`src/rtl/uart_tx_serializer_if.sv`:
```
// Transmit request / serial status bundle between the request source and the UART serializer.
interface uart_tx_serializer_if;
   logic       transmit;
   logic [7:0] data;
   logic       TxD;
   logic       busy;
   logic       done;

   modport master (output transmit, output data, input TxD, input busy, input done);
   modport slave  (input transmit, input data, output TxD, output busy, output done);
endinterface

```
`src/rtl/uart_tx_serializer.sv`:
```
// UART frame serializer: start bit, 8 data bits LSB first, optional parity, one stop bit.
// One request per frame; requests while a frame is in flight are dropped.
module uart_tx_serializer #(
   parameter int CLK_FREQ     = 100_000_000,
   parameter int BAUD         = 9600,
   parameter int CLKS_PER_BIT = CLK_FREQ / BAUD,
   parameter int PARITY_EN    = 0,
   parameter int PARITY_ODD   = 0
) (
   input  logic                 Clock,
   input  logic                 Reset_n,
   uart_tx_serializer_if.slave  bus
);

   localparam int               CNT_W   = $clog2(CLKS_PER_BIT);
   localparam logic [CNT_W-1:0] CNT_MAX = CNT_W'(CLKS_PER_BIT - 1);

   typedef enum logic [2:0] {S_IDLE, S_START, S_DATA, S_PARITY, S_STOP} state_t;

   state_t           r_state;
   logic [CNT_W-1:0] r_bit_cnt;
   logic [2:0]       r_bit_idx;
   logic [7:0]       r_shift;
   logic             r_parity;
   logic             r_txd;
   logic             r_busy;
   logic             r_done;

   wire w_bit_end = (r_bit_cnt == CNT_MAX);

   assign bus.TxD  = r_txd;
   assign bus.busy = r_busy;
   assign bus.done = r_done;

   // NOTE: all state here is updated with <= so every register samples pre-edge values.
   always_ff @(posedge Clock or negedge Reset_n) begin
      if (!Reset_n) begin
         r_state   <= S_IDLE;
         r_bit_cnt <= '0;
         r_bit_idx <= '0;
         r_shift   <= '0;
         r_parity  <= 1'b0;
         r_txd     <= 1'b1;
         r_busy    <= 1'b0;
         r_done    <= 1'b0;
      end else begin
         r_done <= 1'b0;
         if (r_state == S_IDLE) begin
            if (bus.transmit) begin
               r_shift   <= bus.data;
               r_parity  <= (^bus.data) ^ 1'(PARITY_ODD);
               r_bit_cnt <= '0;
               r_bit_idx <= '0;
               r_state   <= S_START;
               r_txd     <= 1'b0;
               r_busy    <= 1'b1;
            end
         end else begin
            r_bit_cnt <= w_bit_end ? '0 : r_bit_cnt + CNT_W'(1);
            // TxD is registered, so each boundary loads the level of the bit that follows.
            if (w_bit_end) begin
               case (r_state)
                  S_START: begin
                     r_state   <= S_DATA;
                     r_bit_idx <= '0;
                     r_txd     <= r_shift[0];
                  end
                  S_DATA: begin
                     if (r_bit_idx == 3'd7) begin
                        if (PARITY_EN != 0) begin
                           r_state <= S_PARITY;
                           r_txd   <= r_parity;
                        end else begin
                           r_state <= S_STOP;
                           r_txd   <= 1'b1;
                        end
                     end else begin
                        r_shift   <= {1'b0, r_shift[7:1]};
                        r_txd     <= r_shift[1];
                        r_bit_idx <= r_bit_idx + 3'd1;
                     end
                  end
                  S_PARITY: begin
                     r_state <= S_STOP;
                     r_txd   <= 1'b1;
                  end
                  S_STOP: begin
                     r_state <= S_IDLE;
                     r_txd   <= 1'b1;
                     r_busy  <= 1'b0;
                     r_done  <= 1'b1;
                  end
                  default: begin
                     r_state <= S_IDLE;
                     r_txd   <= 1'b1;
                     r_busy  <= 1'b0;
                  end
               endcase
            end
         end
      end
   end

endmodule

```
`src/flat_wrapper.sv`:
```
// flat-port wrapper written by rule: the top's interface ports become plain ports
module uart_tx_serializer_flat 
#(
   parameter int CLK_FREQ     = 100_000_000,
   parameter int BAUD         = 9600,
   parameter int CLKS_PER_BIT = CLK_FREQ / BAUD,
   parameter int PARITY_EN    = 0,
   parameter int PARITY_ODD   = 0
)
  (Clock, Reset_n, bus_transmit, bus_data, bus_TxD, bus_busy, bus_done);
  uart_tx_serializer_if bus_i ();
  input  logic Clock;
  input  logic Reset_n;
  input wire logic [$bits(bus_i.transmit)-1:0] bus_transmit;
  input wire logic [$bits(bus_i.data)-1:0] bus_data;
  output wire logic [$bits(bus_i.TxD)-1:0] bus_TxD;
  output wire logic [$bits(bus_i.busy)-1:0] bus_busy;
  output wire logic [$bits(bus_i.done)-1:0] bus_done;
  assign bus_i.transmit = bus_transmit;
  assign bus_i.data = bus_data;
  assign bus_TxD = bus_i.TxD;
  assign bus_busy = bus_i.busy;
  assign bus_done = bus_i.done;
  uart_tx_serializer #(.CLK_FREQ(CLK_FREQ), .BAUD(BAUD), .CLKS_PER_BIT(CLKS_PER_BIT), .PARITY_EN(PARITY_EN), .PARITY_ODD(PARITY_ODD)) u_core (.Clock(Clock), .Reset_n(Reset_n), .bus(bus_i));
endmodule
```
`config.mk`:
```
export PLATFORM = sky130hd
export DESIGN_NAME = uart_tx_serializer_flat
export DESIGN_NICKNAME = d
export VERILOG_FILES = /design/src/rtl/uart_tx_serializer_if.sv /design/src/rtl/uart_tx_serializer.sv /design/src/flat_wrapper.sv
export SDC_FILE = /design/constraint.sdc
export NUM_CORES = 1
export LEC_CHECK = 0
export ABC_AREA = 1
export BUFFER_PORTS_ARGS = -buffer_cell sky130_fd_sc_hd__buf_2
export CORE_MARGIN = 8
export CORE_UTILIZATION = 30
export DETAILED_ROUTE_END_ITERATION = 10
export HOLD_SLACK_MARGIN = 0.02
export PLACE_DENSITY = 0.53
export SLEW_MARGIN = 25
export SYNTH_ARGS = -nofsm -noshare
export SYNTH_HDL_FRONTEND = slang
export SYNTH_SLANG_ARGS = --single-unit
```
`constraint.sdc`:
```
create_clock -name Clock -period 1.8 [get_ports Clock]
set_input_delay 0 -clock Clock [delete_from_list [all_inputs] [get_ports Clock]]
set_output_delay 0 -clock Clock [all_outputs]
set_load 0.03 [all_outputs]
```
==> results.sh <==
export IMPL_antenna_left=0
export IMPL_leakage_nw=1.02
export IMPL_required_ps=1980
export IMPL_setup_viol=0
export IMPL_grt_max_degree=32
export IMPL_yosys_cell_types_count=26
export IMPL_synth_edf_count=0
export IMPL_via_count=1524
export IMPL_routabilityCongestion=0.859
export IMPL_arrival_ps=1790
export IMPL_dr_first_iter_drc_count=75
export IMPL_hp_class="primary input to flop"
export IMPL_initial_core_util_pct=30.8
export IMPL_finalNonFillerCells=340
export IMPL_postSynthCellCount=241
export IMPL_drt_wl_total_um=4030
export IMPL_grtUsageTotal_pct=10.1
export IMPL_critPathLaunchType="flop"
export IMPL_hp_start="bus_data[2]"
export IMPL_yosys_area_top_type="dfrtp_1"
export IMPL_synth_area_leaders="dfrtp_1 (42%), nand2_1 (19%), nand3_1 (8.0%)"
export IMPL_netlist_area_um2=1800
export IMPL_cap_violations=0
export IMPL_ir_drop_mv=0.417
export IMPL_synth_top_area_share_pct=41.6
export IMPL_period_minus_slack_ps=1610
export IMPL_criticalPathCategory="flop to flop"
export IMPL_ys_ff_latch=31
export IMPL_root_buffer="clkbuf_8"
export IMPL_max_clock_freq_mhz=622
export IMPL_drive_gt1_share_pct=15.1
export IMPL_grt_pass1_wl_um=6950
export IMPL_synthFlopType="dfrtp_1"
export IMPL_period_share_pct=89.4
export IMPL_grt_overflow=0
export IMPL_clk_pin_slew_worst_paths_ps=70
export IMPL_finalPower_w=0.00280
export IMPL_die_area_um2=8750
export IMPL_fp_coreArea_um2=5850
export IMPL_grt_pass1_vias=1469
export IMPL_whs_ps=45.1
export IMPL_skew_ps=6.10
export IMPL_die_h_um=93.6
export IMPL_status="complete, no violations"
export IMPL_synth_fp_nets=256
export IMPL_crit_fanout=10
export IMPL_powerDensity_nw_per_um2=1340
export IMPL_yosysSeqAreaShare_pct=43.1
export IMPL_clkSinkCount=31
export IMPL_cts_tree="done"
export IMPL_first_pass_iters=4
export IMPL_nets=280
export IMPL_ios=14
export IMPL_post_drt_wl_per_cell_um=11.8
export IMPL_syn_avg_cell_area_um2=7.49
export IMPL_drc_errors=0
export IMPL_antenna_found_initial=0
export IMPL_ctsHtreeMaxLevel=2
export IMPL_relSlewSlack_pct=52.9
export IMPL_grt_setup_unrepaired="no"
export IMPL_antennaDiodeCount=0
export IMPL_final_cell_mix="nand2_1 (90), dfrtp_1 (30), nand3_1 (29)"
export IMPL_final_common_cell="nand2_1"
export IMPL_io_buffers=13
export IMPL_max_slew_worst_pin_slew_ps=707
export IMPL_startpoint="u_core.r_bit_cnt[0]$_DFFE_PN0P_"
export IMPL_fp_row_count=28
export IMPL_cts_buffers=5
export IMPL_design_area_um2=2080
export IMPL_dpl_cell_area_um2=1950
export IMPL_yosys_warnings=0
export IMPL_r2r_start="u_core.r_bit_cnt[0]$_DFFE_PN0P_"
export IMPL_final_hold_violation_count=0
export IMPL_placedCellCount=329
export IMPL_drv_slew=0
export IMPL_viasPerCell=4.48
export IMPL_clock_path_buffers=2
export IMPL_async_reset_ff_share_pct=100
export IMPL_die_width_um=93.6
export IMPL_nFillCells=613
export IMPL_syn_to_final_growth_pct=15.4
export IMPL_clock_latency_ps=280
export IMPL_tns_ps=0
export IMPL_hpwl_um=2940
export IMPL_end_kind="flop"
-- per-layer routing --
layer  global-route usage [%]  vias up  part of all wire [%]
met2                     14.7       23                    41
met5                        0        -                     0
li1                         -      817                     -
met1                     13.3      679                    53
met4                     5.15        0                   2.0
met3                     2.80        5                   3.7
-- state kept, by name, summed over array words and instances, names as in the netlist --
register,cells
u_core.bus.TxD,1
u_core.r_state,3
u_core.bus.done,1
u_core.r_shift,8
u_core.r_bit_idx,3
u_core.r_bit_cnt,14
u_core.bus.busy,1
-- timing repair --
action	CTS	global route
endpoints found under the hold margin	32	0
buffers inserted	0	1
gates resized for setup	0	1
hold buffers	3	0
endpoints found under the setup margin	0	9
-- synthesized netlist by cell type, types with 3 or more instances --
cell     number
buf_6         3
dfrtp_1      30
ha_1          4
inv_1        22
inv_2         3
nand2_1      90
nand3_1      29
nand4_1       4
nor2_1       18
nor3_1        4
o21ai_0       6
o21ai_1       4
o22ai_1       3
xor2_1        3
-- worst paths after layout --
check | endpoint | slack (ps) | depth (start not counted)
setup / recovery | u_core.r_shift[0]$_DFFE_PN0P_ | 190 | 8
hold / removal | u_core.r_shift[2]$_DFFE_PN0P_ | 50 | 5
setup reg to reg | u_core.r_shift[0]$_DFFE_PN0P_ | 190 | 8
hold reg to reg | u_core.bus.TxD$_DFFE_PN1P_ | 470 | 2
max in group asynchronous | u_core.bus.done$_DFF_PN0_ | 1040 | 2
min in group asynchronous | u_core.r_bit_cnt[13]$_DFFE_PN0P_ | 300 | 2
-- worst max-delay path, cell delays in order (launching register included) --
cell	delay, ps
dfrtp_1	420
ha_1	210
nand3_1	140
nor2_2	170
nand2_1	120
nand2_4	170
nand3_4	140
nand2_1	90
nand2_1	50
-- layout make-up --
type,instances,area (µm²),share of cell area (%)
inverter,25,93.8,4.51
sequential,31,777,37.3
clock buffer,6,82.6,3.97
tap,75,93.8,4.51
multi-input combinational,181,897,43.1
timing repair buffer,21,133,6.37
clock inverter,1,5.00,0.240
-- per-stage QoR --
stage                     util, %  worst slack, ps
after global routing         35.6             10.6
after global placement       33.4              209
after floorplan                 -              368
after CTS                    35.4              163
after detailed placement     33.4              180
final                        35.6              192
-- kinds of logic (layout without fill, tap and decap cells) --
group                      Yosys count  count (layout)  synth area share [%]
DFF                                 31              31                  43.1
and+or+nand+nor                    156             156                  39.3
adders and majority gates            4               4                  2.77
buffers and inverters               29              53                  7.35
xor gates and xnor gates             5               5                  2.43
AOI/OAI and AO/OA                   16              16                  5.06
-- report_power, final --
group | switching [W] | internal (W) | leakage (nW)
clock | 0.000257 | 0.000300 | 0.0470
sequential | 0.000265 | 0.000949 | 0.403
combinational | 0.000644 | 0.000381 | 0.567
(Power assumes the default switching activity.)
